## config.mk

```make
export PLATFORM = sky130hd
export DESIGN_NAME = spi_master
export DESIGN_NICKNAME = d
export VERILOG_FILES = /design/src/rtl/spi_master.sv
export SDC_FILE = /design/constraint.sdc
export NUM_CORES = 1
export LEC_CHECK = 0
export ABC_AREA = 1
export CORE_ASPECT_RATIO = 1.1
export CORE_UTILIZATION = 51
export CTS_CLUSTER_DIAMETER = 100
export CTS_CLUSTER_SIZE = 24
export DETAILED_ROUTE_END_ITERATION = 8
export HOLD_SLACK_MARGIN = 0.03
export PLACE_DENSITY = 0.84
export SLEW_MARGIN = 30
export SYNTH_ARGS = -nofsm -noshare
export SYNTH_HDL_FRONTEND = slang
export SYNTH_SLANG_ARGS = --single-unit
```

## constraint.sdc

```tcl
create_clock -name clk -period 1.4 [get_ports clk]
set_input_delay 0.21 -clock clk [delete_from_list [all_inputs] [get_ports clk]]
set_output_delay 0.21 -clock clk [all_outputs]
set_load 0.1 [all_outputs]
```

## src/rtl/spi_master.sv

```systemverilog
// spi_master: register-access SPI initiator issuing 16-bit mode-0 frames {rw,000,addr,data}.
// Define SPIM_WR_VERIFY_EN to follow every write with an automatic read-back and compare.
module spi_master #(
  parameter int unsigned CLK_DIV  = 4,
  parameter int unsigned CS_SETUP = 2,
  parameter int unsigned CS_HOLD  = 2,
  parameter int unsigned IDLE_GAP = 2
) (
  input  logic       clk,
  input  logic       rst_n,
  input  logic       cmd_valid,
  output logic       cmd_ready,
  input  logic       cmd_rw,
  input  logic [3:0] cmd_addr,
  input  logic [7:0] cmd_wdata,
  output logic       rsp_done,
  output logic [7:0] rsp_rdata,
  output logic       verify_err,
  output logic       busy,
  output logic       ss,
  output logic       sck,
  output logic       mosi,
  input  logic       miso,
  output logic [2:0] dbg_state
);

  // Handshake: a command transfers on a clk edge where cmd_valid & cmd_ready;
  // cmd_ready is high only in IDLE, and cmd_valid seen elsewhere is dropped.
  typedef enum logic [2:0] {
    IDLE  = 3'd0,
    SETUP = 3'd1,
    SHIFT = 3'd2,
    HOLD  = 3'd3,
    GAP   = 3'd4
  } state_t;

  localparam int CW = 16;
  localparam logic [CW-1:0] SETUP_LAST = CW'(CS_SETUP - 1);
  localparam logic [CW-1:0] DIV_LAST   = CW'(CLK_DIV - 1);
  localparam logic [CW-1:0] HOLD_LAST  = CW'(CS_HOLD - 1);
  localparam logic [CW-1:0] GAP_LAST   = CW'(IDLE_GAP - 1);

  state_t          state_q, state_n;
  logic [CW-1:0]   cnt_q, cnt_n;
  logic [3:0]      bit_q, bit_n;
  logic            ss_q, ss_n;
  logic            sck_q, sck_n;
  logic            mosi_q, mosi_n;
  logic [14:0]     tx_q, tx_n;
  logic [7:0]      rx_q, rx_n;
  logic [7:0]      rdata_q, rdata_n;
  logic            done_q, done_n;
  logic            miso_s1, miso_s2;
  logic [15:0]     cmd_frame;
`ifdef SPIM_WR_VERIFY_EN
  logic            rw_q, rw_n;
  logic [3:0]      addr_q, addr_n;
  logic [7:0]      wdata_q, wdata_n;
  logic            vpass_q, vpass_n;
  logic            verr_q, verr_n;
`endif

  assign cmd_frame = {cmd_rw, 3'b000, cmd_addr, (cmd_rw ? 8'h00 : cmd_wdata)};

  always_comb begin
    state_n = state_q;
    cnt_n   = cnt_q;
    bit_n   = bit_q;
    ss_n    = ss_q;
    sck_n   = sck_q;
    mosi_n  = mosi_q;
    tx_n    = tx_q;
    rx_n    = rx_q;
    rdata_n = rdata_q;
    done_n  = 1'b0;
`ifdef SPIM_WR_VERIFY_EN
    rw_n    = rw_q;
    addr_n  = addr_q;
    wdata_n = wdata_q;
    vpass_n = vpass_q;
    verr_n  = verr_q;
`endif
    case (state_q)
      IDLE: begin
        if (cmd_valid) begin
          state_n = SETUP;
          cnt_n   = '0;
          ss_n    = 1'b0;
          mosi_n  = cmd_frame[15];
          tx_n    = cmd_frame[14:0];
`ifdef SPIM_WR_VERIFY_EN
          rw_n    = cmd_rw;
          addr_n  = cmd_addr;
          wdata_n = cmd_wdata;
          vpass_n = 1'b0;
`endif
        end
      end
      SETUP: begin
        if (cnt_q == SETUP_LAST) begin
          state_n = SHIFT;
          cnt_n   = '0;
          bit_n   = 4'd0;
        end else begin
          cnt_n = cnt_q + 1'b1;
        end
      end
      SHIFT: begin
        if (cnt_q != DIV_LAST) begin
          cnt_n = cnt_q + 1'b1;
        end else begin
          cnt_n = '0;
          if (!sck_q) begin
            sck_n = 1'b1;
          end else begin
            // End of high phase: capture, then open the next low phase with new mosi.
            sck_n = 1'b0;
            rx_n  = {rx_q[6:0], miso_s2};
            if (bit_q == 4'd15) begin
              state_n = HOLD;
            end else begin
              bit_n  = bit_q + 4'd1;
              mosi_n = tx_q[14];
              tx_n   = {tx_q[13:0], 1'b0};
            end
          end
        end
      end
      HOLD: begin
        if (cnt_q == HOLD_LAST) begin
          state_n = GAP;
          cnt_n   = '0;
          ss_n    = 1'b1;
          mosi_n  = 1'b0;
        end else begin
          cnt_n = cnt_q + 1'b1;
        end
      end
      GAP: begin
        if (cnt_q != GAP_LAST) begin
          cnt_n = cnt_q + 1'b1;
        end else begin
          cnt_n = '0;
`ifdef SPIM_WR_VERIFY_EN
          if (!rw_q && !vpass_q) begin
            // Chain the read-back frame straight out of the gap.
            state_n = SETUP;
            ss_n    = 1'b0;
            mosi_n  = 1'b1;
            tx_n    = {3'b000, addr_q, 8'h00};
            vpass_n = 1'b1;
          end else begin
            state_n = IDLE;
            done_n  = 1'b1;
            rdata_n = rx_q;
            verr_n  = vpass_q && (rx_q != wdata_q);
          end
`else
          state_n = IDLE;
          done_n  = 1'b1;
          rdata_n = rx_q;
`endif
        end
      end
      default: state_n = IDLE;
    endcase
  end

  always_ff @(posedge clk or negedge rst_n) begin
    if (!rst_n) begin
      state_q <= IDLE;
      cnt_q   <= '0;
      bit_q   <= 4'd0;
      ss_q    <= 1'b1;
      sck_q   <= 1'b0;
      mosi_q  <= 1'b0;
      tx_q    <= '0;
      rx_q    <= 8'h00;
      rdata_q <= 8'h00;
      done_q  <= 1'b0;
      miso_s1 <= 1'b0;
      miso_s2 <= 1'b0;
`ifdef SPIM_WR_VERIFY_EN
      rw_q    <= 1'b0;
      addr_q  <= 4'h0;
      wdata_q <= 8'h00;
      vpass_q <= 1'b0;
      verr_q  <= 1'b0;
`endif
    end else begin
      state_q <= state_n;
      cnt_q   <= cnt_n;
      bit_q   <= bit_n;
      ss_q    <= ss_n;
      sck_q   <= sck_n;
      mosi_q  <= mosi_n;
      tx_q    <= tx_n;
      rx_q    <= rx_n;
      rdata_q <= rdata_n;
      done_q  <= done_n;
      miso_s1 <= miso;
      miso_s2 <= miso_s1;
`ifdef SPIM_WR_VERIFY_EN
      rw_q    <= rw_n;
      addr_q  <= addr_n;
      wdata_q <= wdata_n;
      vpass_q <= vpass_n;
      verr_q  <= verr_n;
`endif
    end
  end

  assign cmd_ready = (state_q == IDLE);
  assign busy      = ~cmd_ready;
  assign rsp_done  = done_q;
  assign rsp_rdata = rdata_q;
  assign ss        = ss_q;
  assign sck       = sck_q;
  assign mosi      = mosi_q;
  assign dbg_state = state_q;
`ifdef SPIM_WR_VERIFY_EN
  assign verify_err = verr_q;
`else
  assign verify_err = 1'b0;
`endif

endmodule
```

==> qor.yml, run 1 <==
layout:
  seq_area_mm2: 0.00152
  area_growth_pct: 71.5
  final_cell_mix: "78 x nand2_1, 62 x buf_4, 55 x dfrtp_1, 30 x nand2_2, 25 x buf_6"
  final_util_pct: 92.1
  nets: 535
  layout_commonest_cell: "nand2_1"
  fillers: 169
  design_area_mm2: 0.00538
  diodes: 0
  multiInputGateArea_mm2: 0.00195
  drive_above_1_share_pct: 51.0
placed_design:
  pre_cts_ws_ns: -0.263
  hpwl_um: 5990
  dpl_cell_area_mm2: 0.00426
  gp_congestion: 0.935
  portBuffers: 33
setup_path:
  path_max_fanout: 4
  cp-end-kind: "flip-flop"
  regToRegSetupSlack_ns: -0.54
  cpMaxStageDelayCell: "dfrtp_4"
  path_delay_family: "simple AND/OR/NAND/NOR gates"
  max_stage_delay_ns: 0.50
  cp.arrival_ns: 2.19
  r2r_start: "dbg_state[2]"
  path_buf_inv: 3
  cp.required_ns: 1.65
  worst_setup_path_start_kind: "flip-flop"
  r2r_end: "bit_q[0]"
  critPathKind: "reg -> reg"
  path_cells: "buf_6, nor2_2, inv_2, nor2_2, inv_1, nand2_4, nand4_1, nand2_1, nand2_1"
  r2r_cells: 9
yosys:
  synth-seq-cells: 60
  syn_inst: 380
  ys.warnings.count: 0
  synth.distinct_cells: 33
  synth_nets: 400
  synth_area_per_cell_um2: 8.26
  synth_edf_count: 0
  synth_area_mm2: 0.00314
  ys.flop_type: "dfrtp_1"
  yosysSeqAreaShare_pct: 47.9
  synth-async-reset-ratio_pct: 100
sta:
  setup_tns_ns: -21.27
  hold_violations: 0
  fin_skew_ns: 0.0103
  rsz0062_at_grt: "true"
  finalCritPeriodShare_pct: 139
  period_needed_ns: 1.94
  maxSlewViolCount: 0
  worst_slack_ns: -0.545
  fmax_mhz: 514
  setup_viol: 64
  holdWs_ns: 0.320
cts:
  cts_tree: "done"
  cts_buffers: 9
  cts.sinks: 60
  htreeDepth: 3
  clock_path_buffers: 2
  clk_latency_ns: 0.37
  cts-root-buf: "clkbuf_8"
  path_clk_slew_ns: 0.08
routing:
  drt_iter0_drc: 522
  vias: 3978
  wl_per_cell_um: 26.0
  drc: 0
  first_pass_iters: 5
  routed_wl_um: 15500
  via_per_inst: 6.66
  antenna_left: 0
floorplan:
  dieHeight_um: 84.3
  core-area_mm2: 0.00584
  rows: 29
  die_x_um: 76.8
  die_area_mm2: 0.00647
  start_util_pct: 53.7
  ioPinCount: 35
hold_path:
  min-delay-start: "miso"
  min_path_cells: 1
  hold_path.class: "in -> reg"
  hold_path_end: "miso_s1"
power_and_ir_drop:
  power_density_mw_per_mm2: 691
  ir_drop_uv: 1310
  leakage_uw: 0.00259
job:
  drv_cap: 0
global_routing:
  grt.overflow.total: 0
  antenna_found_initial: 0
  gr-usage-all-layers_pct: 40.1
  grt_pass1_vias: 3821
  grt_pass1_wl_um: 19400
  grt_max_degree: 61
status:
  status: "finished, violations left"
  violations: "negative setup slack"
[synthesized netlist by cell type, types with 2 or more instances]
cell type / count / area [um^2]
o22ai_1: 2 / 12.5
inv_1: 33 / 124
clkbuf_1: 2 / 7.51
ha_1: 3 / 37.5
dfrtp_1: 59 / 1480
nor2_2: 5 / 31.3
o211ai_1: 3 / 22.5
nand2_1: 114 / 428
a21oi_1: 4 / 20.0
a22oi_1: 7 / 52.6
nand2_2: 6 / 37.5
nand3_1: 28 / 140
nor3_1: 8 / 40.0
o21ai_1: 3 / 15.0
nand2_4: 4 / 45.0
buf_6: 2 / 22.5
xor2_1: 5 / 43.8
buf_4: 3 / 22.5
mux2i_1: 4 / 40.0
nand4_1: 8 / 50.1
o21ai_2: 12 / 105
nor2_1: 33 / 124
o21ai_0: 19 / 95.1
nor2_4: 4 / 45.0
[registers in the layout, indices dropped and copies added (netlist names)]
name and count:
mosi 1, cnt_q 16, rx_q 8, tx_q 15, dbg_state 3, bit_q 4
miso_s2 1, rsp_done 1, ss 1, miso_s1 1, sck 1, rsp_rdata 8
[power breakdown]
group	switching (uW)	internal (uW)
combinational	81.5	56.1
sequential	2.35	1730
clock	794	1050
total	878	2840
[metal layers]
layer / vias up / routed length [um] / GRT usage [%]
li1: 1517 / - / -
met1: 1823 / 5050 / 42.3
met2: 445 / 6990 / 69.3
met3: 193 / 1750 / 7.28
met4: 0 / 1750 / 33.6
met5: - / 0 / 0
[metrics by stage]
step | std cells | power, uW
2_1_floorplan | 380 | 1800
3_3_place_gp | 545 | 1890
3_5_place_dp | 545 | 1890
4_1_cts | 581 | 3620
5_1_grt | 597 | 3780
6_report | 597 | 3720
[kinds of logic after synthesis]
family,count (synthesis),synth area share (%)
buf+inv,43,6.10
other cells,1,0.119
flops,60,47.9
mux,4,1.28
simple gates,213,31.5
fa+ha+maj,3,1.20
xor+xnor,5,1.39
compound gates,51,10.5
[final cells by class]
| cell class | count | share of cell area [%] |
|---|---|---|
| Inverter | 35 | 3.07 |
| Timing Repair Buffer | 130 | 26.6 |
| Clock buffer | 12 | 2.70 |
| Multi-Input combinational cell | 279 | 36.3 |
| Sequential cell | 60 | 28.2 |
| Clock inverter | 4 | 1.35 |
| Tap cell | 77 | 1.79 |
[worst max-delay path by stage]
| stage | startpoint | to | slack [ns] | depth (start not counted) |
|---|---|---|---|---|
| floorplan | dbg_state[2] | mosi | -1.16 | 8 |
| global placement | cnt_q[1] | cnt_q[9] | -0.19 | 9 |
| detailed placement | cnt_q[1] | cnt_q[2] | -0.26 | 9 |
| CTS | dbg_state[1] | busy | -0.29 | 5 |
| global route | cnt_q[0] | cnt_q[13] | -0.58 | 11 |
| finish | dbg_state[2] | bit_q[0] | -0.54 | 9 |
[what timing repair did]
| item | in CTS | in global routing |
|---|---|---|
| hold buffers | 1 | 0 |
| buffers inserted | 18 | 15 |
| hold endpoints to repair | 59 | 0 |
| pin swaps | 34 | 35 |
| setup endpoints to repair | 63 | 64 |
| cloned | 1 | 2 |
| gates resized for setup | 86 | 70 |
Note: power is estimated with default switching activity, not from simulation.
==> run 2, diff against run 1 <==
--- a/config.mk
+++ b/config.mk
@@ -7,6 +7,7 @@
 export LEC_CHECK = 0
 export ABC_AREA = 1
 export CORE_ASPECT_RATIO = 1.1
+export CORE_MARGIN = 2
 export CORE_UTILIZATION = 51
 export CTS_CLUSTER_DIAMETER = 100
 export CTS_CLUSTER_SIZE = 24
==> qor.yml, run 2 (synthesis results as in run 1) <==
status:
  status: "finished, violations left"
  violations: "design-rule violations, negative setup slack"
cts:
  cts.sinks: 60  # unchanged
  cts_tree: "done"
  clk_latency_ns: 0.37  # about the same
  htreeDepth: 3  # unchanged
  cts-root-buf: "clkbuf_8"
  path_clk_slew_ns: 0.09  # about the same
  cts_buffers: 9  # unchanged
  clock_path_buffers: 2  # unchanged
floorplan:
  ioPinCount: 35  # unchanged
  die_x_um: 78.8  # +2.6%
  dieHeight_um: 86.3  # +2.4%
  core-area_mm2: 0.00584  # unchanged
  rows: 29  # unchanged
  die_area_mm2: 0.00680  # +5.0%
  start_util_pct: 53.7  # unchanged
routing:
  routed_wl_um: 16800  # +8.4%
  wl_per_cell_um: 27.9  # +7.1%
  first_pass_iters: 9  # +4
  vias: 4150  # +4.3%
  antenna_left: 0  # unchanged
  drt_iter0_drc: 705  # +35%
  drc: 2  # +2
  via_per_inst: 6.87  # +3.1%
global_routing:
  grt.overflow.total: 0  # unchanged
  grt_pass1_wl_um: 19300  # -0.18%
  gr-usage-all-layers_pct: 38.3  # -1.8 points
  grt_max_degree: 40  # -34%
  antenna_found_initial: 0  # unchanged
  grt_pass1_vias: 3758  # -1.6%
layout:
  area_growth_pct: 75.4
  nets: 542  # +1.3%
  drive_above_1_share_pct: 52.2  # +1.2 points
  regMostFlops: "cnt_q"
  design_area_mm2: 0.00551  # +2.3%
  diodes: 0  # unchanged
  top_regs: "cnt_q (16), tx_q (15)"
  largest_register_ffs: 16  # unchanged
  fillers: 141  # -17%
  final_cell_mix: "70 x nand2_1, 70 x buf_4, 53 x dfrtp_1, 30 x nand2_4, 28 x buf_12"
setup_path:
  worst_setup_path_start_kind: "flip-flop"
  cp-end-kind: "flip-flop"
  path_max_fanout: 2  # -2
  cp.required_ns: 1.66  # about the same
  cp.arrival_ns: 2.14  # -0.05 ns
  critPathKind: "reg -> reg"
hold_path:
  hold_path.class: "in -> async"
sta:
  holdWs_ns: 0.254  # -0.0658 ns
  fin_skew_ns: 0.0184  # +0.00807 ns
  period_needed_ns: 1.88  # -0.0666 ns
  worst_slack_ns: -0.478  # +0.0666 ns
  fmax_mhz: 532  # +3.5%
  finalCritPeriodShare_pct: 134  # -4.8 points
  hold_violations: 0  # unchanged
  maxSlewViolCount: 0  # unchanged
  rsz0062_at_grt: "true"
  setup_viol: 63  # -1.6%
power_and_ir_drop:
  power.total_uw: 3440  # -7.5%
  power_density_mw_per_mm2: 625  # -9.5%
  ir_drop_uv: 842  # -36%
  leakage_uw: 0.00272  # +5.0%
placed_design:
  portBuffers: 33  # unchanged
  gp_congestion: 0.882  # -5.7%
  dpl_cell_area_mm2: 0.00429  # +0.59%
  pre_cts_ws_ns: -0.281  # -0.0171 ns
  hpwl_um: 5910  # -1.3%
job:
  drv_cap: 0  # unchanged
[run 2: cell count changes in the layout (fill, tap and decap cells not counted), sizes merged]
cell      delta
clkbuf       -1
clkinv       +1
clkinvlp     +3
buf          +6
bufinv       -2
[run 2: path summary, 6_finish.rpt]
check                           slack (ns)  endpoint  cells past startpoint    startpoint
worst min-delay path                  0.25  cnt_q[6]                      2         rst_n
worst max register to register       -0.48      mosi                     11  dbg_state[0]
max in group asynchronous             0.55        ss                      3         rst_n
min in group clk                      0.34   miso_s1                      1          miso
worst max-delay path                 -0.48      mosi                     11  dbg_state[0]
worst min register to register        0.41   miso_s2                      0       miso_s1
[run 2: area by class of cell]
class | count | area (um^2) | share of cell area [%]
well taps | 77 | 96.3 | 1.75
flip-flops and latches | 60 | 1520 | 27.6
repair buffers | 137 | 1520 | 27.7
multi-input cells | 279 | 2020 | 36.7
inverters | 35 | 163 | 2.95
clock buffers | 10 | 138 | 2.50
clock inverters | 6 | 47.5 | 0.863
[run 2: where the power goes]
part	total, uW	internal (uW)	switching (uW)
clock	1560	699	866
sequential	1740	1730	1.56
combinational	141	56.5	84.9
[run 2: through the flow]
stage | util (%) | TNS, ns | std cells
after CTS | 85.9 | -11.17 | 585
after global routing | 94.3 | -22.98 | 604
final | 94.3 | -21.51 | 604
after floorplan | - | -26.55 | 380
after global placement | 73.4 | -5.13 | 545
after detailed placement | 73.4 | -11.17 | 545
[run 2: per-layer routing]
| layer | part of all wire, % | routed length, um | global-route usage, % |
|---|---|---|---|
| met4 | 12 | 2070 | 27.9 |
| met3 | 12 | 1990 | 10.2 |
| met5 | 0 | 0 | 0 |
| met1 | 32 | 5400 | 39.9 |
| met2 | 44 | 7370 | 66.4 |
[run 2: worst max-delay path: stages (launching register included)]
cell and delay [ns]:
dfrtp_4 0.50, inv_4 0.08, nand2_4 0.07, nor2_4 0.14, buf_6 0.14, clkinvlp_4 0.15
buf_4 0.18, buf_6 0.12, nand3_2 0.06, nand4_1 0.16, nand2_1 0.12, nand2_1 0.06
[run 2: what timing repair did]
action	4_1_cts	5_1_grt
pin swaps	33	29
gates cloned	3	3
endpoints found under the hold margin	9	0
buffers inserted	21	17
hold buffers	1	0
resized for setup	78	87
setup endpoints to repair	62	63
==> run 3, diff against run 2 <==
--- a/config.mk
+++ b/config.mk
@@ -8,12 +8,12 @@
 export ABC_AREA = 1
 export CORE_ASPECT_RATIO = 1.1
 export CORE_MARGIN = 2
-export CORE_UTILIZATION = 51
+export CORE_UTILIZATION = 30
 export CTS_CLUSTER_DIAMETER = 100
 export CTS_CLUSTER_SIZE = 24
 export DETAILED_ROUTE_END_ITERATION = 8
 export HOLD_SLACK_MARGIN = 0.03
-export PLACE_DENSITY = 0.84
+export PLACE_DENSITY = 0.58
 export SLEW_MARGIN = 30
 export SYNTH_ARGS = -nofsm -noshare
 export SYNTH_HDL_FRONTEND = slang
==> qor.yml, run 3 (synthesis results as in run 1) <==
cts:
  clk_latency_ns: 0.33  # -0.04 ns
  clock_path_buffers: 2  # unchanged
  path_clk_slew_ns: 0.06  # -0.03 ns
  htreeDepth: 3  # unchanged
  cts.sinks: 60  # unchanged
  cts-root-buf: "clkbuf_16"
  cts_buffers: 9  # unchanged
  cts_tree: "done"
routing:
  routed_wl_um: 8690  # -48%
  wl_per_cell_um: 13.2  # -52%
  via_per_inst: 4.59  # -33%
  drt_iter0_drc: 85  # -88%
  drc: 0  # -2
  vias: 3009  # -27%
  antenna_left: 0  # unchanged
  first_pass_iters: 4  # -5
power_and_ir_drop:
  intPower_uw: 3040  # +22%
  p_comb_share_pct: 3.2  # -0.9 points
  pwr-share-clk_pct: 52.6  # +7.1 points
  leakage_uw: 0.00254  # -6.6%
  power_density_mw_per_mm2: 731  # +17%
  p_sw_share_pct: 22.7  # -5.0 points
  p_seq_share_pct: 44.2  # -6.2 points
  ir_drop_uv: 730  # -13%
  p_sw_uw: 892  # -6.4%
setup_path:
  path_cells: "inv_4, nand2_4, nor2_4, buf_6, clkinvlp_4, buf_12"
  path_buf_inv: 4  # -1
  max_stage_delay_ns: 0.50  # about the same
  worst_setup_path_start_kind: "flip-flop"
  cp.arrival_ns: 1.45  # -0.69 ns
  path_max_fanout: 2  # unchanged
  cp.required_ns: 1.19  # -0.47 ns
  path_delay_family: "flip-flops"
  cpMaxStageDelayCell: "dfrtp_4"
  cp-end-kind: "output port"
  critPathKind: "reg -> out"
global_routing:
  grt_pass1_wl_um: 13900  # -28%
  grt.overflow.total: 0  # unchanged
  gr-usage-all-layers_pct: 15.5  # -23 points
  grt_pass1_vias: 3046  # -19%
  grt_max_degree: 56  # +40%
  antenna_found_initial: 0  # unchanged
floorplan:
  start_util_pct: 30.5  # -23 points
  core-area_mm2: 0.0103  # +76%
  die_area_mm2: 0.0113  # +66%
  ioPinCount: 35  # unchanged
  rows: 39  # +34%
  die_x_um: 102  # +29%
  dieHeight_um: 111  # +29%
layout:
  fin_cells: 656  # +8.6%
  final_cell_mix: "86 x nand2_1, 62 x buf_4, 54 x dfrtp_1, 25 x inv_1, 25 x buf_12"
  final_util_pct: 52.2  # -42 points
  multiInputGateArea_mm2: 0.00190  # -5.8%
  design_area_mm2: 0.00538  # -2.3%
  fillers: 916  # +550%
  nets: 528  # -2.6%
  layout_commonest_cell: "nand2_1"
  area_growth_pct: 71.3
  largest_register_ffs: 16  # unchanged
  drive_above_1_share_pct: 48.0  # -4.2 points
  top_regs: "cnt_q (16), tx_q (15)"
  seq_area_mm2: 0.00152  # about the same
  diodes: 0  # unchanged
  regMostFlops: "cnt_q"
status:
  status: "finished, violations left"
  violations: "negative setup slack"
placed_design:
  portBuffers: 33  # unchanged
  hpwl_um: 5550  # -6.1%
  dpl_cell_area_mm2: 0.00438  # +2.1%
  placed_cells: 612  # +12%
  gp_congestion: 0.811  # -8.0%
sta:
  holdWs_ns: 0.244  # -0.0107 ns
  finalCritPeriodShare_pct: 119  # -16 points
  hold_violations: 0  # unchanged
  maxSlewViolCount: 0  # unchanged
  setup_viol: 63  # unchanged
  rsz0062_at_grt: "true"
  fin_skew_ns: 0.00957  # -0.00878 ns
  period_needed_ns: 1.66  # -0.218 ns
  worst_slack_ns: -0.260  # +0.218 ns
  fmax_mhz: 602  # +13%
job:
  drv_cap: 0  # unchanged
hold_path:
  hold_path.class: "in -> async"
==> run 3: cell types whose count changed in the layout (fill, tap and decap cells not counted), sizes merged <==
cell / change
clkbuf: -1
nor2: +1
inv: -1
buf: -12
clkinv: +2
nand2: -1
clkinvlp: -2
==> run 3: repair_timing <==
action,in CTS,in global routing
setup buffers,14,12
gates resized for setup,56,77
hold buffers,1,0
pin swaps,9,26
endpoints found under the hold margin,5,0
gates cloned,2,0
setup endpoints to repair,61,63
==> run 3: cell type report <==
type / instances / area share, %
Sequential cell: 60 / 28.2
Multi-Input combinational cell: 279 / 35.3
Inverter: 35 / 2.88
Clock inverter: 5 / 0.698
Timing Repair Buffer: 123 / 25.0
Clock buffer: 11 / 4.51
Tap cell: 143 / 3.33
==> run 3: worst paths after layout <==
check	startpoint	end	slack, ns	depth (start not counted)
min reg2reg	miso_s1	miso_s2	0.35	0
max reg2reg	dbg_state[0]	cnt_q[2]	-0.24	7
min	rst_n	cnt_q[13]	0.24	2
max	dbg_state[0]	busy	-0.26	6
min in group clk	miso	miso_s1	0.32	1
max in group asynchronous	rst_n	ss	0.55	3
==> run 3: stage by stage <==
| stage | total power (uW) | TNS [ns] | setup WS, ns |
|---|---|---|---|
| after global placement | 1890 | -7.66 | -0.247 |
| final | 3930 | -9.51 | -0.260 |
| after detailed placement | 1890 | -8.35 | -0.263 |
| after CTS | 3980 | -7.60 | -0.221 |
| after global routing | 4060 | -14.04 | -0.301 |
| after floorplan | 1800 | -26.55 | -1.16 |
==> run 3: routing by layer <==
metal	global-route usage, %	wire [um]
met1	18.7	3550
met2	26.7	4660
met3	3.53	258
met4	5.14	220
met5	0	0
==> run 3: power by group through the flow <==
| stage | sequential (uW) | combinational (uW) | clock, uW |
|---|---|---|---|
| 2_1_floorplan | 1770 | 32.9 | 0 |
| 3_3_place_gp | 1770 | 120 | 0 |
| 3_5_place_dp | 1770 | 121 | 0 |
| 4_1_cts | 1740 | 128 | 2110 |
| 5_1_grt | 1740 | 140 | 2190 |
| 6_report | 1740 | 125 | 2070 |
